File: config.mk
export PLATFORM = sky130hd
export DESIGN_NAME = beta_muldiv
export DESIGN_NICKNAME = d
export VERILOG_FILES = /design/src/rtl/beta_muldiv.sv
export SDC_FILE = /design/constraint.sdc
export NUM_CORES = 1
export LEC_CHECK = 0
export ABC_CLOCK_PERIOD_IN_PS = 3900
export CAP_MARGIN = 5
export CORE_ASPECT_RATIO = 2
export CORE_MARGIN = 4
export CORE_UTILIZATION = 46
export DETAILED_ROUTE_END_ITERATION = 6
export PLACE_DENSITY = 0.75
export RECOVER_POWER = 100
export SLEW_MARGIN = 20
export SYNTH_ARGS = -nofsm -noshare
export SYNTH_HDL_FRONTEND = slang
export SYNTH_SLANG_ARGS = --single-unit
File: constraint.sdc
create_clock -name clk -period 3.9 [get_ports clk]
set_input_delay 0.78 -clock clk [delete_from_list [all_inputs] [get_ports clk]]
set_output_delay 0.78 -clock clk [all_outputs]
set_load 0.1 [all_outputs]
File: src/rtl/beta_muldiv.sv
// Iterative multiply/divide unit for the Beta datapath: fixed WIDTH+3 cycle latency
// for every operation, shift-add multiply and restoring divide sharing one accumulator.
module beta_muldiv #(
  parameter int WIDTH = 32
) (
  input  logic             clk,
  input  logic             reset_n,
  input  logic             start,
  input  logic [1:0]       op,
  input  logic [WIDTH-1:0] a,
  input  logic [WIDTH-1:0] b,
  output logic             busy,
  output logic             done,
  output logic [WIDTH-1:0] result,
  output logic             dz
);

  localparam int CW = (WIDTH > 1) ? $clog2(WIDTH) : 1;
  localparam logic [CW-1:0] CNT_LAST = CW'(WIDTH - 1);

  localparam logic [1:0] OP_MUL  = 2'b00;
  localparam logic [1:0] OP_DIV  = 2'b01;
  localparam logic [1:0] OP_MOD  = 2'b10;
  localparam logic [1:0] OP_DIVU = 2'b11;

  typedef enum logic [2:0] {
    S_IDLE,
    S_PREP,
    S_RUN,
    S_FIX,
    S_DONE
  } state_t;

  function automatic logic [WIDTH-1:0] apply_sign(input logic [WIDTH-1:0] mag,
                                                  input logic             neg);
    apply_sign = neg ? (~mag + WIDTH'(1)) : mag;
  endfunction

  function automatic logic [WIDTH-1:0] magnitude(input logic signed [WIDTH-1:0] v);
    magnitude = apply_sign(v, v[WIDTH-1]);
  endfunction

  state_t           state_q, state_d;
  logic [CW-1:0]    cnt_q, cnt_d;
  logic [1:0]       op_q, op_d;
  logic [WIDTH-1:0] a_q, a_d;     // multiplicand, or dividend shifting into quotient
  logic [WIDTH-1:0] b_q, b_d;     // multiplier, or divisor magnitude
  logic [WIDTH-1:0] acc_q, acc_d; // product, or partial remainder
  logic             sa_q, sa_d;
  logic             neg_q, neg_d;
  logic [WIDTH-1:0] result_q, result_d;
  logic             dz_q, dz_d;

  logic [WIDTH:0]   rem_shift;
  logic             rem_ge;
  logic             is_signed_div;
  logic             div_by_zero;
  logic [WIDTH-1:0] quo_fix;
  logic [WIDTH-1:0] rem_fix;

  assign is_signed_div = (op_q == OP_DIV) || (op_q == OP_MOD);
  assign div_by_zero   = (op_q != OP_MUL) && (b_q == '0);

  // Next partial remainder brings down the next dividend bit, MSB first.
  assign rem_shift = {acc_q, a_q[WIDTH-1]};
  assign rem_ge    = rem_shift >= {1'b0, b_q};

  // A zero divisor naturally yields all-ones quotient magnitude; the override keeps
  // it all-ones even when the operand signs would otherwise negate it.
  assign quo_fix = div_by_zero ? '1 : apply_sign(a_q, neg_q);
  assign rem_fix = apply_sign(acc_q, sa_q);

  always_comb begin
    state_d  = state_q;
    cnt_d    = cnt_q;
    op_d     = op_q;
    a_d      = a_q;
    b_d      = b_q;
    acc_d    = acc_q;
    sa_d     = sa_q;
    neg_d    = neg_q;
    result_d = result_q;
    dz_d     = dz_q;

    case (state_q)
      S_IDLE: begin
        if (start) begin
          op_d    = op;
          a_d     = a;
          b_d     = b;
          state_d = S_PREP;
        end
      end

      S_PREP: begin
        if (is_signed_div) begin
          a_d   = magnitude(a_q);
          b_d   = magnitude(b_q);
          sa_d  = a_q[WIDTH-1];
          neg_d = a_q[WIDTH-1] ^ b_q[WIDTH-1];
        end else begin
          sa_d  = 1'b0;
          neg_d = 1'b0;
        end
        acc_d   = '0;
        cnt_d   = '0;
        state_d = S_RUN;
      end

      S_RUN: begin
        if (op_q == OP_MUL) begin
          if (b_q[0]) begin
            acc_d = acc_q + a_q;
          end
          a_d = {a_q[WIDTH-2:0], 1'b0};
          b_d = {1'b0, b_q[WIDTH-1:1]};
        end else if (rem_ge) begin
          // True difference is below the divisor, so WIDTH bits hold it exactly.
          acc_d = rem_shift[WIDTH-1:0] - b_q;
          a_d   = {a_q[WIDTH-2:0], 1'b1};
        end else begin
          acc_d = rem_shift[WIDTH-1:0];
          a_d   = {a_q[WIDTH-2:0], 1'b0};
        end
        cnt_d = cnt_q + CW'(1);
        if (cnt_q == CNT_LAST) begin
          state_d = S_FIX;
        end
      end

      S_FIX: begin
        case (op_q)
          OP_MUL:  result_d = acc_q;
          OP_MOD:  result_d = rem_fix;
          default: result_d = quo_fix;
        endcase
        dz_d    = div_by_zero;
        state_d = S_DONE;
      end

      S_DONE: begin
        state_d = S_IDLE;
      end

      default: begin
        state_d = S_IDLE;
      end
    endcase
  end

  always_ff @(posedge clk) begin
    op_q  <= op_d;
    a_q   <= a_d;
    b_q   <= b_d;
    acc_q <= acc_d;
    sa_q  <= sa_d;
    neg_q <= neg_d;
    if (!reset_n) begin
      state_q  <= S_IDLE;
      cnt_q    <= '0;
      result_q <= '0;
      dz_q     <= 1'b0;
    end else begin
      state_q  <= state_d;
      cnt_q    <= cnt_d;
      result_q <= result_d;
      dz_q     <= dz_d;
    end
  end

  assign busy   = (state_q != S_IDLE);
  assign done   = (state_q == S_DONE);
  assign result = result_q;
  assign dz     = dz_q;

endmodule

### Word level (Yosys, flattened, before mapping)

Cells that the tools add are included.

* register bits after elaboration: 141
* input port bits: 69
* output and inout port bits: 35
* logic and storage cells: 76

* add/subtract/negate cells: 6
* magnitude comparators: 1
* equality and inequality tests: 14
* multiplexer cells: 23
* bitwise gates (word level): 4
* reductions and logical operators: 16

Operators by type and width (number)
* $mux W32: 13
* $pmux W32 S3: 2
* $pmux W32 S2: 2
* $add A32 B1 Y32 const B: 3
* $not A32 Y32: 3
* $ge A33 B32 Y1: 1
* $add A32 B32 Y32: 1
* $logic_not A32 Y1: 1
* $sub A32 B32 Y32: 1
* $ne A2 B2 Y1 const B: 6
* $pmux W3 S4: 1
* $pmux W5 S2: 1
* $reduce_and A4 Y1: 2
* $eq A3 B2 Y1 const B: 2
* $mux W3: 2
* $reduce_and A2 Y1: 3
* $reduce_bool A3 Y1: 2
* $add A5 B1 Y5 const B: 1
* $eq A5 B5 Y1 const B: 1
* $reduce_and A5 Y1: 1
* $reduce_bool A2 Y1: 2
* $eq A3 B1 Y1 const B: 1
* $eq A3 B3 Y1 const B: 1
* $logic_not A3 Y1: 1
* other kinds (9): 10

### Longest topological paths before layout

* depth in word-level cells: 5
* depth in mapped cells: 13
* depth with buffers taken out: 12

### Worst setup path before layout

OpenSTA, ideal clock, no wires.

* path kind: register to register
* start point: register op_q[0]
* end point: register acc_q[0], enable pin
* library setup time: 0.466 ns
* arrival: 3.555 ns
* required time: 3.434 ns
* path slack: -0.121 ns
* stages on the path, launching flop included: 8
* buffers on the path: 2
* period minus slack after synthesis: 4.021 ns
* path through: edfxtp_1 > inv_1 > ha_1 > inv_1 > clkbuf_1 > clkbuf_1 > nor2_1 > o21ai_0

* longest elaborated chain between the ends: 3

RTL lines
* from (decl): RTL line 45 `logic [1:0] op_q, op_d;`
* from (signal assigned): RTL line 152 `op_q <= op_d;`
* $logic_not A2 Y1: RTL line 111 `if (op_q == OP_MUL) begin`
* $ne A3 B3 Y1 (no line)
* $reduce_and A2 Y1 (no line)
* to (signal assigned): RTL line 155 `acc_q <= acc_d;`
* to (decl): RTL line 48 `logic [WIDTH-1:0] acc_q, acc_d;`

No other way between the ends.
A chain may end at the register's enable or synchronous reset.

### Worst setup path in the final report

* start point: register b_q[6]
* end point: register result_q[27] (netlist: result[27])

* longest elaborated chain between the ends: 4

RTL lines
* from (decl): RTL line 47 `logic [WIDTH-1:0] b_q, b_d;`
* from (signal assigned): RTL line 154 `b_q <= b_d;`
* $logic_not A32 Y1: RTL line 62 `assign div_by_zero = (op_q != OP_MUL) && (b_q == '0);`
* $logic_and A1 B1 Y1: RTL line 62
* $mux W32: RTL line 70 `assign quo_fix = div_by_zero ? '1 : apply_sign(a_q, neg_q);`
* $pmux W32 S2: RTL line 132 `case (op_q)`
* to (signal assigned): RTL line 166 `result_q <= result_d;`
* to (decl): RTL line 51 `logic [WIDTH-1:0] result_q, result_d;`

No other way between the ends.

==> results.md <==
- Status: complete, but fails checks
- Failing checks: design-rule violations, max-capacitance violations, max-slew violations
- Via-to-Cell Ratio: between 6 and 7
- WL final: 46800 um
- Setup CP Type: flip-flop to flip-flop
- Die height: about 240 um
- Final std cells w/o fill: just under 2000
- # nets final: 1732
- Post-CTS setup buffer count: 0
- Netlist cell types: 78
- Area growth syn-to-layout: 19.0%
- Synth Register Bits: ~140
- CP Capture Type: flip-flop
- Hold Vio Cnt, Final: 0
- Flop2flop setup slack: 0.19 ns
- Number of port buffers: 103
- CTS Buffer Depth: 2
- Pwr Total: 0.00645 W
- CP arrival: a little over 4 ns
- Wirelength per Cell: 24.0 um
- Hold Crit Class: flip-flop to flip-flop
- Yosys Warn Count: 0
- Switching Fraction: 40.7%
- First DRT Iteration DRCs: 1198
- Min-delay src: result[0]
- Placer congestion estimate: ~1
- Post-Syn Area: 12300 um^2
- Setup tns final: 0 ns
- Crit path max fanout: 11
- Hold depth: 2
- Worst r2r src: b_q[6]
- Clk pwr share: 24.7%
- Worst vdd ir: 0.324 mV
- RSZ-0062 raised after global routing: no
- Hold path endpoint: result[0]
- Post-synth EDFFs: 100
- H-tree Lvls: 4
- Cell area power density: 440 nW/um^2
- R2R Path End: result[27]
- Leakage: 5.77 nW
- Ys async rst share: 0%
- Slew Viols, Final: 96
- Fmax: 269 MHz
- Post-DRT Antenna Nets: 0
- Vias in the first global route: 12200
- Core area: 26400 um^2
- Clk_skew: between 0.01 and 0.015 ns
- 1st-pass router iterations: 7
- Fin Hold WS: 0.458 ns
- First-pass GRT wire length: between 70000 and 80000 um
- CTS buffer count: 17
- Hold buffer count at CTS: 0
- Worst-path clk slew: roughly 0.07 ns
- HPWL after detailed placement: roughly 37000 um
- Startpoint types: flip-flop
- Sequential area share after synthesis: a little under a third
- Vias: roughly 12000
- Ys flop type: edfxtp_1
- Mapped Nets: 1606
- Cell count after synthesis: between 1000 and 1500
- Mapped Avg Cell Area: 8.42 um^2
- Pin slew with the least headroom to its limit: 1.98 ns
- Chip Width: 124 um
- DR DRC count: 13
- Final setup vio count: 0
- Worst path required time: 4.28 ns
- Layout cell share with drive strength beyond 1: 9.17%
- Total track usage: 31.7%
- Die ar.: 29600 um^2
- # diodes: 0
- Reg power frac: 31.3%
- Clock sinks: between 100 and 150
- Latest clock arrival within the worst-skew pair: 0.46 ns
- # rows: 84
- FF-to-FF path depth: 10
- Placed cells: 1915
- Slew headroom: -31.9%
- Clk root buf: clkbuf_16
- Largest net degree at the start of global routing: 76
- Total congestion overflow: 0
- Max_cap viols: 2
- P_sw: 0.00263 W
- Int Pwr: around 0.0038 W
- Comb power frac: 44.0%
- Initial Util: 46.7%
- CTS tree: done
- I/O pins: between 100 and 150
- Antenna violations before repair: 0
- Crit share post-route: between 90% and 100%
- Fin crit period: roughly 3.7 ns
-- flip-flops by register name, summed over array words and instances, names as in the netlist --
signal	flops
a_q	32
acc_q	32
b_q	32
result	32
cnt_q	5
state_q	3
op_q	2
dz	1
neg_q	1
sa_q	1
-- routing by layer --
layer  wire, um  GRT usage (%)
met3       2500           4.96
met5          0              0
met2      23700           54.4
met1      15100           30.9
met4       5380           31.1
-- power groups by stage --
stage	logic [W]	registers, W	clock network [W]
6_report	0.00284	0.00202	0.00159
3_3_place_gp	0.00278	0.00204	0
5_1_grt	0.00306	0.00204	0.00165
4_1_cts	0.00282	0.00201	0.00160
2_1_floorplan	0.00181	0.00206	0
3_5_place_dp	0.00280	0.00204	0
-- cell families (layout without fill, tap and decap cells) --
group,count (synthesis),in the layout,share of synthesized area [%]
compound gates,531,531,28.2
xor+xnor,161,161,11.4
fa+ha+maj,73,73,7.53
buf+inv,153,292,4.74
flops,141,141,31.0
mux,13,13,1.08
simple gates,392,392,16.0
-- metrics by stage --
stage	cell area [um^2]	utilization (%)	setup slack (ns)
floorplan	12300	-	0.455
global placement	14200	53.8	0.230
detailed placement	14200	53.8	0.182
CTS	14800	55.9	0.164
global route	14700	55.6	0.0179
finish	14700	55.6	0.188
-- area by class of cell --
| cell class | count | area [um^2] |
|---|---|---|
| tap | 344 | 430 |
| clock inverter | 12 | 83.8 |
| sequential | 141 | 3820 |
| multi-input combinational | 1170 | 7920 |
| inverter | 63 | 236 |
| fill | 2512 | 11700 |
| clock buffer | 20 | 478 |
| timing repair buffer | 197 | 1700 |
-- cells in the mapped netlist, types with 15 or more instances --
library cell  number  share of area, %
a211oi_1          23               1.4
a21o_1            28               1.7
a21oi_1          118               4.8
a221oi_1          24               1.7
a22oi_1           64               3.9
clkbuf_1          76               2.3
dfxtp_1           41               6.7
edfxtp_1         100                24
ha_1              71               7.2
inv_1             63               1.9
nand2_1          112               3.4
nand3_1           27               1.1
nand4_1           15              0.76
nor2_1            88               2.7
nor2b_1           15              0.76
nor3_1            27               1.1
nor4_1            15              0.76
o21ai_0          140               5.7
o31ai_1           22               1.3
or3_1             18              0.91
xnor2_1          102               7.2
xor2_1            59               4.2
-- worst max path at each step --
stage                      end  slack (ns)       start
detailed placement   acc_q[29]        0.18     b_q[10]
global placement      acc_q[6]        0.23     b_q[11]
global route         acc_q[25]        0.02     b_q[10]
CTS                  acc_q[29]        0.16     b_q[10]
finish              result[27]        0.19      b_q[6]
floorplan                 done        0.46  state_q[2]
-- what timing repair did --
item | CTS | global route
setup endpoints to repair | 0 | 13
endpoints found under the hold margin | 0 | 0
gates resized for setup | 0 | 1
-- worst max-delay path, cell delays in order (launching register included) --
cell	delay, ns
edfxtp_1	0.38
clkbuf_2	0.16
or4_1	0.55
nor3_1	0.44
nand2_1	0.28
nor2_4	0.20
nand2_1	0.18
nor4_1	0.30
clkbuf_1	0.55
o21ai_0	0.37
a21oi_1	0.21
-- cells in the final DEF, fill, tap and decap left out, types with 6 or more instances in the layout --
cell             instances
or3_1                   19
o21a_1                  10
o21bai_1                 7
clkdlybuf4s50_1         65
a221oi_1                26
or4_1                   11
xnor2_1                102
nor3_1                  28
nand2_1                114
and2_1                   8
o31ai_1                 22
a311oi_1                12
nand4_1                 15
nor2_1                  88
nor4_1                  15
nand3_1                 27
o21ai_0                141
dfxtp_1                 41
clkbuf_1                 9
xor2_1                  59
a22oi_1                 64
buf_4                   82
edfxtp_1               100
mux2i_1                 11
nand2b_1                13
clkbuf_16               18
a31oi_1                 14
a21o_1                  28
a21oi_1                117
dlygate4sd3_1           36
inv_1                   63
a211oi_1                23
ha_1                    71
nor2b_1                 15
o22ai_1                  6
and3_1                  14
(Power assumes the default switching activity.)
